$ cat src/rtl/det_pkg.sv
// Shared state coding and default timing for the detector / alarm blocks.
package det_pkg;

  // 2-bit Gray-style coding shared with the sequence detector; 2'b10 is unused.
  typedef enum logic [1:0] {
    IDLE  = 2'b00,
    ALARM = 2'b01,
    COOL  = 2'b11
  } state_t;

  localparam int DEF_HOLD_CYC = 16;
  localparam int DEF_COOL_CYC = 4;

  function automatic int max_int(input int a, input int b);
    return (a > b) ? a : b;
  endfunction

endpackage

$ cat src/rtl/edge_rise_det.sv
// Registers the input level and flags the cycle where it goes 0 -> 1.
module edge_rise_det (
  input  logic clk,
  input  logic rst,
  input  logic d,
  output logic rise
);

  logic d_q;

  // Previous-cycle copy of the level; cleared on reset so a level already
  // high after reset release reads as a fresh rise.
  always_ff @(posedge clk) begin
    if (rst) d_q <= 1'b0;
    else     d_q <= d;
  end

  assign rise = d & ~d_q;

endmodule

$ cat src/rtl/det_event_alarm.sv
// Detection event strobe, saturating event counter and alarm FSM with
// hold time, acknowledge and cooldown.
module det_event_alarm
  import det_pkg::*;
#(
  parameter int CNT_W    = 8,
  parameter int HOLD_CYC = DEF_HOLD_CYC,
  parameter int COOL_CYC = DEF_COOL_CYC
) (
  input  logic             clk,
  input  logic             rst,
  input  logic             det_in,
  input  logic             clr,
  input  logic             ack,
  output logic             evt_pulse,
  output logic [CNT_W-1:0] evt_cnt,
  output logic             cnt_sat,
  output logic             alarm,
  output logic             busy
);

  localparam int TW = $clog2(max_int(HOLD_CYC, COOL_CYC)) + 1;
  localparam logic [TW-1:0]    HOLD_LD = TW'(HOLD_CYC - 1);
  localparam logic [TW-1:0]    COOL_LD = TW'(COOL_CYC - 1);
  localparam logic [CNT_W-1:0] CNT_MAX = '1;

  logic          rise;
  state_t        state_q, state_d;
  logic [TW-1:0] timer_q, timer_d;

  edge_rise_det u_rise (
    .clk  (clk),
    .rst  (rst),
    .d    (det_in),
    .rise (rise)
  );

  // Event strobe and saturating counter; clr wins over the count but a
  // coincident rise is still kept as the first event after the clear.
  always_ff @(posedge clk) begin
    if (rst) begin
      evt_pulse <= 1'b0;
      evt_cnt   <= '0;
      cnt_sat   <= 1'b0;
    end else begin
      evt_pulse <= rise;
      if (clr) begin
        evt_cnt <= rise ? CNT_W'(1) : '0;
        cnt_sat <= 1'b0;
      end else if (rise && (evt_cnt != CNT_MAX)) begin
        evt_cnt <= evt_cnt + 1'b1;
        if (evt_cnt == CNT_MAX - 1'b1) cnt_sat <= 1'b1;
      end
    end
  end

  // Next state / timer: a rise in ALARM retriggers ahead of ack and timeout;
  // COOL ignores both rise and ack and simply runs out.
  always_comb begin
    state_d = state_q;
    timer_d = timer_q;
    case (state_q)
      IDLE: begin
        if (rise) begin
          state_d = ALARM;
          timer_d = HOLD_LD;
        end
      end
      ALARM: begin
        if (rise) begin
          timer_d = HOLD_LD;
        end else if (ack || (timer_q == '0)) begin
          state_d = COOL;
          timer_d = COOL_LD;
        end else begin
          timer_d = timer_q - 1'b1;
        end
      end
      COOL: begin
        if (timer_q == '0) state_d = IDLE;
        else               timer_d = timer_q - 1'b1;
      end
      default: begin
        state_d = IDLE;
        timer_d = '0;
      end
    endcase
  end

  // State and timer registers.
  always_ff @(posedge clk) begin
    if (rst) begin
      state_q <= IDLE;
      timer_q <= '0;
    end else begin
      state_q <= state_d;
      timer_q <= timer_d;
    end
  end

  assign alarm = (state_q == ALARM);
  assign busy  = (state_q != IDLE);

endmodule
$ cat config.mk
export PLATFORM = sky130hd
export DESIGN_NAME = det_event_alarm
export DESIGN_NICKNAME = d
export VERILOG_FILES = /design/src/rtl/det_pkg.sv /design/src/rtl/edge_rise_det.sv /design/src/rtl/det_event_alarm.sv
export SDC_FILE = /design/constraint.sdc
export NUM_CORES = 1
export LEC_CHECK = 0
export CELL_PAD_IN_SITES_DETAIL_PLACEMENT = 0
export CELL_PAD_IN_SITES_GLOBAL_PLACEMENT = 1
export CORE_MARGIN = 2
export CORE_UTILIZATION = 35
export DETAILED_ROUTE_END_ITERATION = 12
export PLACE_DENSITY_LB_ADDON = 0.1
export SLEW_MARGIN = 15
export SYNTH_ARGS = -nofsm -noshare
export SYNTH_HDL_FRONTEND = slang
export SYNTH_SLANG_ARGS = --single-unit
$ cat constraint.sdc
create_clock -name clk -period 1.7 [get_ports clk]
set_input_delay 0.34 -clock clk [delete_from_list [all_inputs] [get_ports clk]]
set_output_delay 0.34 -clock clk [all_outputs]
set_load 0.02 [all_outputs]
Word-level counts from Yosys, hierarchy flattened
Index checks and enable logic that the tools add are counted.

Add/sub/neg operators: 2. Eq/ne operators: 9. Mux-type cells: 13. Bitwise operators: 2. Reductions and logical operators: 10.

Operators by type and width (count): 5-bit 2-to-1 mux (4); 8-bit 2-to-1 mux (2); 5-bit case mux with 3 select lines (1); 8-bit by 1-bit adder with 8-bit output (second input constant) (1); 8-bit == test (second input constant) (1); 2-bit 2-to-1 mux (4); 2-bit != test (second input constant) (4); 8-bit != test (second input constant) (1); 2-bit case mux with 3 select lines (1); 5-bit logical NOT (1); 5-bit by 1-bit subtractor with 5-bit output (second input constant) (1); 2-bit AND reduction (2); 4-bit AND reduction (1); 2-bit nonzero test (2); 2-bit by 1-bit == test with 1-bit output (second input constant) (1); 2-bit == test (second input constant) (1); 2-bit logical NOT (1); 2-bit by 1-bit != test with 1-bit output (second input constant) (1); 2-bit OR reduction (1); 1-bit AND (1); 1-bit logical AND (1); 1-bit logical OR (1); 1-bit 2-to-1 mux (1); 1-bit NOT (1).

Register bits: 18. Input port bits: 5. Output and inout bits: 12. Word-level logic and storage cells: 42.

Depth between registers and ports, before layout
Gate-level depths: netlist of run 1.

Depth in word-level cells: 5. Gate-level depth with buffers: 6. Mapped depth without buffers: 6.

Modules after synthesis
From an unflattened synthesis of run 1, not the netlist that was laid out.

Cell total of the unflattened synthesis: 120. Area, all modules: 1026.0 um^2.

Modules (own cells, without submodules): det_event_alarm (times used 1, cells an instance 117, area an instance 978.4 um^2, seq. area each 340.3 um^2); edge_rise_det (times used 1, cells an instance 3, area an instance 47.5 um^2, seq. area each 20.0 um^2).

Worst setup path after synthesis of run 1
Ideal clock, no wire load.

Path type: register -> register. From: reg evt_cnt[1]. To: reg evt_cnt[0]. Data arrival time: 1.500 ns. Data required time: 1.630 ns. Slack: 0.130 ns. Stages on the path, launching flop included: 6. Path buffers: 0. Clock period less this slack: 1.570 ns. Cells stage by stage: dfxtp_1 > ha_1 > and4_4 > a21oi_4 > or3_1 > a21oi_1.

Cells in the longest elaborated chain, start to end: 3.

RTL lines: start, declared (RTL line det_event_alarm.sv:16) `output logic [CNT_W-1:0] evt_cnt,`; start signal, assigned (RTL line det_event_alarm.sv:48) `evt_cnt <= rise ? CNT_W'(1) : '0;`; start signal, assigned (RTL line det_event_alarm.sv:51) `evt_cnt <= evt_cnt + 1'b1;`; 8-bit != test (RTL line det_event_alarm.sv:50) `end else if (rise && (evt_cnt != CNT_MAX)) begin`; 1-bit logical AND (RTL line det_event_alarm.sv:50); 2-bit nonzero test (no source line).

Every way passes these cells. A chain may end at the register's enable or synchronous reset.

Worst setup path in the final report of run 1
From: reg evt_cnt[5]. To: out evt_cnt[5].

No word-level cell between the ends.

==> results.sh, run 1 <==
export IMPL_status="finished clean"
export IMPL_pwr_share_comb=0.229
export IMPL_synth_edf_count=0
export IMPL_root_buffer="clkbuf_4"
export IMPL_crit_chain="clkdlybuf4s50_1"
export IMPL_grt_pass1_vias=902
export IMPL_start_util=0.361
export IMPL_wirelength_um=2350
export IMPL_crit_fanout=5
export IMPL_synth_seq_cells=18
export IMPL_tritoncts="built"
export IMPL_yosys_area_top_type_share=0.368
export IMPL_cp_arrival_ps=1310
export IMPL_max_stage_delay_ps=620
export IMPL_place_inst=169
export IMPL_powerDensity_nw_per_um2=719
export IMPL_io_pins=17
export IMPL_wl_per_cell_um=13.6
export IMPL_finalNonFillerCells=172
export IMPL_die_w_um=56.9
export IMPL_cts_sinks=18
export IMPL_synth_cell_type_count=39
export IMPL_fill_cells=292
export IMPL_core_area_um2=2710
export IMPL_drc_errors=0
export IMPL_synth_area_leaders="dfxtp_1 (37%), o21ai_0 (4.6%), ha_1 (3.8%)"
export IMPL_hold_class="reg -> reg"
export IMPL_cp_required_ps=1360
export IMPL_hold_start="u_rise.d_q"
export IMPL_irDropWorstVdd_mv=0.442
export IMPL_via_per_inst=5.52
export IMPL_leakage_nw=0.526
export IMPL_setup_viol=0
export IMPL_drtPass1Iterations=4
export IMPL_endpoint_kind="primary output"
export IMPL_seq_area_frac_synth=0.368
export IMPL_antenna_found_initial=0
export IMPL_r2r_cells=6
export IMPL_fin_tns_setup_ps=0
export IMPL_die_h_um=56.9
export IMPL_whs_ps=454
export IMPL_routabilityCongestion=0.811
export IMPL_die_area_um2=3240
export IMPL_synthFlopType="dfxtp_1"
export IMPL_p_switching_uw=274
export IMPL_path_depth=1
export IMPL_antenna_cells=0
export IMPL_holdPathStages=1
export IMPL_post_dp_hpwl_um=1780
export IMPL_skew_ps=6.19
export IMPL_critPathKind="reg -> out"
export IMPL_tightest_slew_ps=425
export IMPL_hold_path_end="evt_pulse"
export IMPL_synth_warnings=0
export IMPL_rsz0062_at_grt="no"
export IMPL_grt_pass1_wl_um=3960
export IMPL_cts_buffers=3
export IMPL_layout_drive_gt1_share=0.156
export IMPL_finalHoldViolCount=0
export IMPL_multi_input_area_um2=567
export IMPL_io_buffers=16
export IMPL_r2r_start="timer_q[0]"
export IMPL_rrSetupSlack_ps=150
export IMPL_max_cap_violations=0
export IMPL_vias=949
export IMPL_final_cell_mix="dfxtp_1 (17), nand2_1 (10), buf_4 (9)"
export IMPL_grt_usage=0.158
export IMPL_seq_area_um2=362
export IMPL_grt_ovfl_total=0
export IMPL_slew_headroom=0.716
export IMPL_yosys_area_top_type="dfxtp_1"
export IMPL_synthArstFlopShare=0
export IMPL_placed_cell_area_um2=1210
export IMPL_clk_pin_slew_ps=110
export IMPL_drv_slew=0
export IMPL_post_route_period_util=0.970
export IMPL_reg2reg_to="timer_q[3]"
export IMPL_p_int_uw=621
export IMPL_synth_area_um2=980
export IMPL_worst_skew_pair_late_latency_ps=300
export IMPL_seqPwrFrac=0.524
export IMPL_synth_fp_nets=127
export IMPL_syn_area_per_cell_um2=8.23
export IMPL_cts_max_level=1
export IMPL_drt_iter0_drc=27
export IMPL_grt_max_degree=10
export IMPL_crit_buf_inv=1
export IMPL_ctsHoldBuffers=0
export IMPL_layout_commonest_cell="dfxtp_1"
export IMPL_row_count=19
export IMPL_clkPwrFrac=0.247
export IMPL_postLayoutCellArea_um2=1240
export IMPL_ant_nets=0
export IMPL_clockBufferDepth=2
export IMPL_swShare=0.306
export IMPL_syn_to_final_growth_pct=27.1
export IMPL_synth_cells=119
export IMPL_period_needed_ps=1650
export IMPL_power_uw=895
export IMPL_fmax_mhz=607
export IMPL_crit_slowest_cell="clkdlybuf4s50_1"
export IMPL_cp_start_kind="flop"
export IMPL_cp_top_family="buffers and inverters"
export IMPL_fin_nets=151
## per-stage QoR
step	util	setup WS, ps
floorplan	-	130
global placement	0.448	-16.4
detailed placement	0.448	-51.7
CTS	0.454	7.39
global route	0.459	2.57
finish	0.459	51.5
## cell families (layout without fill, tap and decap cells)
logic type	count (synthesis)	after routing	share of synthesized area
compound gates	34	34	0.227
xor+xnor	2	2	0.0179
fa+ha+maj	3	3	0.0383
buf+inv	14	36	0.0626
flops	18	18	0.368
mux	1	1	0.0102
simple gates	47	47	0.276
## synth_stat cells, types with 3 or more instances
| master | n |
|---|---|
| clkbuf_1 | 3 |
| o21ai_0 | 9 |
| nor3_1 | 3 |
| a211oi_1 | 3 |
| nor2_1 | 8 |
| ha_1 | 3 |
| nand2_1 | 10 |
| a21oi_1 | 7 |
| a31oi_1 | 4 |
| nand3_1 | 3 |
| dfxtp_1 | 18 |
| inv_1 | 8 |
| nand4_1 | 4 |
| or3_1 | 4 |
| nor2b_1 | 3 |
## cell type report
class                      instances  area share
clock buffer                       3      0.0181
inverter                           8      0.0241
multi-input combinational         87       0.455
sequential                        18       0.290
tap                               31      0.0312
timing repair buffer              25       0.181
## power by group through the flow
stage               Clock, mW  Sequential [mW]  Combinational [mW]
floorplan                   0            0.476               0.133
global placement            0            0.477               0.208
detailed placement          0            0.478               0.208
CTS                     0.228            0.468               0.206
global route            0.247            0.472               0.229
finish                  0.221            0.469               0.205
## what timing repair did
| item | in CTS | in global routing |
|---|---|---|
| gates resized for setup | 7 | 5 |
| pin swaps | 0 | 0 |
| endpoints found under the setup margin | 6 | 5 |
| setup buffers | 0 | 0 |
## worst max path at each step
stage	from	end
5_1_grt	evt_cnt[5]	evt_cnt[5]
3_5_place_dp	det_in	timer_q[4]
2_1_floorplan	evt_cnt[1]	evt_cnt[0]
4_1_cts	evt_cnt[1]	evt_cnt[1]
6_report	evt_cnt[5]	evt_cnt[5]
3_3_place_gp	det_in	evt_cnt[3]
## state kept, by name (all words and copies together), names as in the netlist
signal / cells
timer_q: 5
u_rise.d_q: 1
evt_cnt: 8
state_q: 2
evt_pulse: 1
cnt_sat: 1
## metal layers
metal / vias to the layer above / share of wire / track usage
li1: 480 / - / -
met1: 448 / 0.44 / 0.181
met2: 17 / 0.51 / 0.286
met3: 4 / 0.039 / 0.0276
met4: 0 / 0.012 / 0.0698
met5: - / 0 / 0
Power figures use the tool's default switching activity.
==> run 2, diff against run 1 <==
--- a/config.mk
+++ b/config.mk
@@ -7,7 +7,6 @@
 export LEC_CHECK = 0
 export CELL_PAD_IN_SITES_DETAIL_PLACEMENT = 0
 export CELL_PAD_IN_SITES_GLOBAL_PLACEMENT = 1
-export CORE_MARGIN = 2
 export CORE_UTILIZATION = 35
 export DETAILED_ROUTE_END_ITERATION = 12
 export PLACE_DENSITY_LB_ADDON = 0.1
==> results.sh, run 2 (same netlist as run 1, synthesis figures left out) <==
export IMPL_fin_nets=154
export IMPL_reg2reg_to="timer_q[1]"
export IMPL_skew_ps=0.793
export IMPL_antenna_found_initial=0
export IMPL_grt_max_degree=10
export IMPL_layout_drive_gt1_share=0.153
export IMPL_finalHoldViolCount=0
export IMPL_path_depth=1
export IMPL_grt_ovfl_total=0
export IMPL_tightest_slew_ps=444
export IMPL_grt_pass1_vias=850
export IMPL_fill_cells=281
export IMPL_powerDensity_nw_per_um2=713
export IMPL_grt_pass1_wl_um=3890
export IMPL_status="finished clean"
export IMPL_row_count=18
export IMPL_die_area_um2=3010
export IMPL_p_int_uw=624
export IMPL_pwr_share_comb=0.238
export IMPL_drtPass1Iterations=4
export IMPL_period_needed_ps=1640
export IMPL_clkPwrFrac=0.238
export IMPL_endpoint_kind="primary output"
export IMPL_clockBufferDepth=2
export IMPL_whs_ps=438
export IMPL_cts_buffers=3
export IMPL_irDropWorstVdd_mv=0.453
export IMPL_rrSetupSlack_ps=110
export IMPL_multi_input_area_um2=558
export IMPL_postCtsSetupRepairBufs=0
export IMPL_drc_errors=0
export IMPL_cp_required_ps=1360
export IMPL_largest_reg_flops=8
export IMPL_die_h_um=54.9
export IMPL_r2r_cells=6
export IMPL_leakage_nw=0.548
export IMPL_crit_slowest_cell="clkdlybuf4s50_1"
export IMPL_max_cap_violations=0
export IMPL_drv_slew=0
export IMPL_hold_class="reg -> reg"
export IMPL_cts_sinks=18
export IMPL_r2r_start="timer_q[0]"
export IMPL_io_pins=17
export IMPL_crit_buf_inv=1
export IMPL_place_ws_ps=-38.6
export IMPL_vias=944
export IMPL_reg_largest_list="evt_cnt (8), timer_q (5), state_q (2)"
export IMPL_final_cell_mix="dfxtp_1 (18), buf_4 (12), nand2_1 (10)"
export IMPL_endpoint="evt_cnt[0]"
export IMPL_worst_skew_pair_late_latency_ps=290
export IMPL_top_register="evt_cnt"
export IMPL_crit_chain="clkdlybuf4s50_1"
export IMPL_clk_pin_slew_ps=100
export IMPL_root_buffer="clkbuf_4"
export IMPL_start_util=0.382
export IMPL_finalWorstSetupSlack_ps=65.0
export IMPL_post_route_period_util=0.962
export IMPL_drt_iter0_drc=28
export IMPL_core_area_um2=2570
export IMPL_ctsHoldBuffers=0
export IMPL_io_buffers=16
export IMPL_max_stage_delay_ps=620
export IMPL_cp_top_family="buffers and inverters"
export IMPL_critPathKind="reg -> out"
export IMPL_via_per_inst=5.43
export IMPL_antenna_cells=0
export IMPL_seq_area_um2=360
export IMPL_slew_headroom=0.703
export IMPL_post_dp_hpwl_um=1810
export IMPL_layout_commonest_cell="dfxtp_1"
export IMPL_rsz0062_at_grt="yes"
export IMPL_swShare=0.302
export IMPL_ant_nets=0
export IMPL_crit_fanout=4
export IMPL_fin_util=0.489
export IMPL_cp_startpoint="evt_cnt[0]"
export IMPL_routabilityCongestion=0.857
export IMPL_die_w_um=54.9
export IMPL_setup_viol=0
export IMPL_wl_per_cell_um=13.8
export IMPL_cts_max_level=1
export IMPL_grt_usage=0.182
export IMPL_cp_arrival_ps=1300
export IMPL_p_switching_uw=270
export IMPL_fmax_mhz=612
export IMPL_cts_resized_gates=8
export IMPL_tritoncts="built"
export IMPL_cp_start_kind="flop"
export IMPL_syn_to_final_growth_pct=28.1
export IMPL_seqPwrFrac=0.524
export IMPL_wirelength_um=2410
run 2: cell types whose count changed in the layout (fill, tap and decap cells not counted), sizes merged:
cell           delta
buf               +3
clkdlybuf4s50     -1
dlygate4sd2       +1
run 2: final cells by class:
class | instances | share of cell area
Sequential cell | 18 | 0.287
Inverter | 8 | 0.0239
Multi-Input combinational cell | 87 | 0.445
Tap cell | 30 | 0.0299
Timing Repair Buffer | 28 | 0.196
Clock buffer | 3 | 0.0179
run 2: stage by stage:
stage | power [mW] | TNS [ps] | std cells | cell area [um^2]
after floorplan | 0.609 | 0 | 119 | 980
after global placement | 0.689 | -22.6 | 171 | 1240
after detailed placement | 0.692 | -46.1 | 171 | 1240
after CTS | 0.913 | 0 | 174 | 1250
after global routing | 0.953 | -64.7 | 174 | 1250
final | 0.894 | 0 | 174 | 1250
run 2: how the worst min path moves through the flow:
stage	startpoint	endpoint	cells past startpoint
floorplan	u_rise.d_q	evt_pulse	1
global placement	u_rise.d_q	evt_pulse	1
detailed placement	u_rise.d_q	evt_pulse	1
CTS	u_rise.d_q	evt_pulse	1
global route	u_rise.d_q	evt_pulse	1
finish	u_rise.d_q	evt_pulse	1
run 2: power by group through the flow:
stage	clock, mW	combinational, mW	sequential [mW]
floorplan	0	0.133	0.476
global placement	0	0.213	0.477
detailed placement	0	0.214	0.478
CTS	0.232	0.213	0.468
global route	0.242	0.239	0.472
finish	0.213	0.213	0.469
run 2: routing by layer:
metal,global-route usage,part of all wire,vias up
li1,-,-,485
met1,0.269,0.54,431
met2,0.259,0.40,26
met3,0.0492,0.059,2
met4,0.0375,0.0050,0
met5,0,0,-
run 2: worst register-to-register path, stage by stage (launching register included):
cell     delay [ps]
dfxtp_1         370
inv_1            70
ha_1            220
nor4b_4         160
o21ai_1         270
o21ai_0         140
a31o_2          260
==> run 3, diff against run 2 <==
--- a/config.mk
+++ b/config.mk
@@ -7,7 +7,8 @@
 export LEC_CHECK = 0
 export CELL_PAD_IN_SITES_DETAIL_PLACEMENT = 0
 export CELL_PAD_IN_SITES_GLOBAL_PLACEMENT = 1
-export CORE_UTILIZATION = 35
+export CORE_MARGIN = 4
+export CORE_UTILIZATION = 37
 export DETAILED_ROUTE_END_ITERATION = 12
 export PLACE_DENSITY_LB_ADDON = 0.1
 export SLEW_MARGIN = 15
==> results.sh, run 3 (same netlist as run 1, synthesis figures left out) <==
export IMPL_status="finished clean"
export IMPL_hold_class="reg -> reg"
export IMPL_rsz0062_at_grt="no"
export IMPL_grt_pass1_wl_um=4080
export IMPL_cts_sinks=18
export IMPL_setup_viol=0
export IMPL_max_cap_violations=0
export IMPL_clockBufferDepth=2
export IMPL_grt_pass1_vias=882
export IMPL_row_count=18
export IMPL_tritoncts="built"
export IMPL_slew_headroom=0.767
export IMPL_layout_commonest_cell="dfxtp_1"
export IMPL_powerDensity_nw_per_um2=747
export IMPL_via_per_inst=5.39
export IMPL_worst_skew_pair_late_latency_ps=290
export IMPL_die_area_um2=3530
export IMPL_drt_iter0_drc=33
export IMPL_cp_required_ps=1360
export IMPL_drtPass1Iterations=4
export IMPL_post_route_period_util=0.929
export IMPL_r2r_start="evt_cnt[0]"
export IMPL_wl_per_cell_um=13.8
export IMPL_cts_max_level=1
export IMPL_cp_startpoint="cnt_sat"
export IMPL_drv_slew=0
export IMPL_irDropWorstVdd_mv=0.813
export IMPL_multi_input_area_um2=567
export IMPL_grt_max_degree=11
export IMPL_ant_nets=0
export IMPL_cts_buffers=3
export IMPL_start_util=0.392
export IMPL_tightest_slew_ps=349
export IMPL_fin_nets=153
export IMPL_wirelength_um=2400
export IMPL_grt_ovfl_total=0
export IMPL_seq_area_um2=362
export IMPL_io_buffers=16
export IMPL_holdPathStages=1
export IMPL_syn_to_final_growth_pct=29.6
export IMPL_antenna_cells=0
export IMPL_cp_arrival_ps=1240
export IMPL_postCtsSetupRepairBufs=0
export IMPL_ctsHoldBuffers=0
export IMPL_cts_resized_gates=9
export IMPL_skew_ps=7.14
export IMPL_root_buffer="clkbuf_4"
export IMPL_top_register="evt_cnt"
export IMPL_die_w_um=59.5
export IMPL_final_cell_mix="dfxtp_1 (17), buf_4 (11), nand2_1 (10)"
export IMPL_cp_start_kind="flop"
export IMPL_crit_chain="clkdlybuf4s50_1"
export IMPL_path_depth=1
export IMPL_endpoint="cnt_sat"
export IMPL_place_inst=170
export IMPL_grt_usage=0.153
export IMPL_vias=938
export IMPL_largest_reg_flops=8
export IMPL_r2r_cells=5
export IMPL_fmax_mhz=633
export IMPL_crit_slowest_cell="clkdlybuf4s50_1"
export IMPL_core_area_um2=2500
export IMPL_clk_pin_slew_ps=110
export IMPL_fill_cells=272
export IMPL_endpoint_kind="primary output"
export IMPL_finalHoldViolCount=0
export IMPL_routabilityCongestion=0.789
export IMPL_leakage_nw=0.550
export IMPL_placed_cell_area_um2=1230
export IMPL_critPathKind="reg -> out"
export IMPL_reg2reg_to="evt_cnt[0]"
export IMPL_fin_tns_setup_ps=0
export IMPL_rrSetupSlack_ps=180
export IMPL_drc_errors=0
export IMPL_reg_largest_list="evt_cnt (8), timer_q (5), state_q (2)"
export IMPL_postLayoutCellArea_um2=1270
export IMPL_antenna_found_initial=0
export IMPL_finalNonFillerCells=174
export IMPL_cp_top_family="buffers and inverters"
export IMPL_post_dp_hpwl_um=1800
export IMPL_period_needed_ps=1580
export IMPL_crit_fanout=2
export IMPL_layout_drive_gt1_share=0.174
export IMPL_max_stage_delay_ps=600
export IMPL_crit_buf_inv=1
export IMPL_io_pins=17
export IMPL_die_h_um=59.5
[run 3: worst min path at each step]
stage / start / end
after floorplan: u_rise.d_q / evt_pulse
after global placement: u_rise.d_q / evt_pulse
after detailed placement: u_rise.d_q / evt_pulse
after CTS: u_rise.d_q / evt_pulse
after global routing: u_rise.d_q / evt_pulse
final: u_rise.d_q / evt_pulse
[run 3: routing by layer]
metal / track usage / up-vias / wire length, um / share of wire
met5: 0 / - / 0 / 0
met2: 0.220 / 22 / 1010 / 0.42
met3: 0.0545 / 2 / 120 / 0.050
li1: - / 486 / - / -
met4: 0.0291 / 0 / 19 / 0.0079
met1: 0.219 / 428 / 1250 / 0.52
[run 3: layout make-up]
type                    instances  share of cell area
multi-input cells              87               0.446
flip-flops and latches         18               0.285
repair buffers                 27               0.187
well taps                      30              0.0296
clock buffers                   4              0.0286
inverters                       8              0.0236
[run 3: where the power goes]
part	switching, mW	internal, mW	total (mW)
logic	0.112	0.103	0.215
clock network	0.137	0.130	0.267
registers	0.0225	0.443	0.466
total	0.272	0.677	0.949
[run 3: per-stage QoR]
step                      power [mW]   util  hold slack, ps  worst slack, ps
after floorplan                0.609      -             406              130
after global placement         0.697  0.491             423            -62.2
after detailed placement       0.696  0.491             417             -125
after CTS                      0.969  0.503             433             26.6
after global routing            1.02  0.508             457             12.3
final                          0.949  0.508             439              121
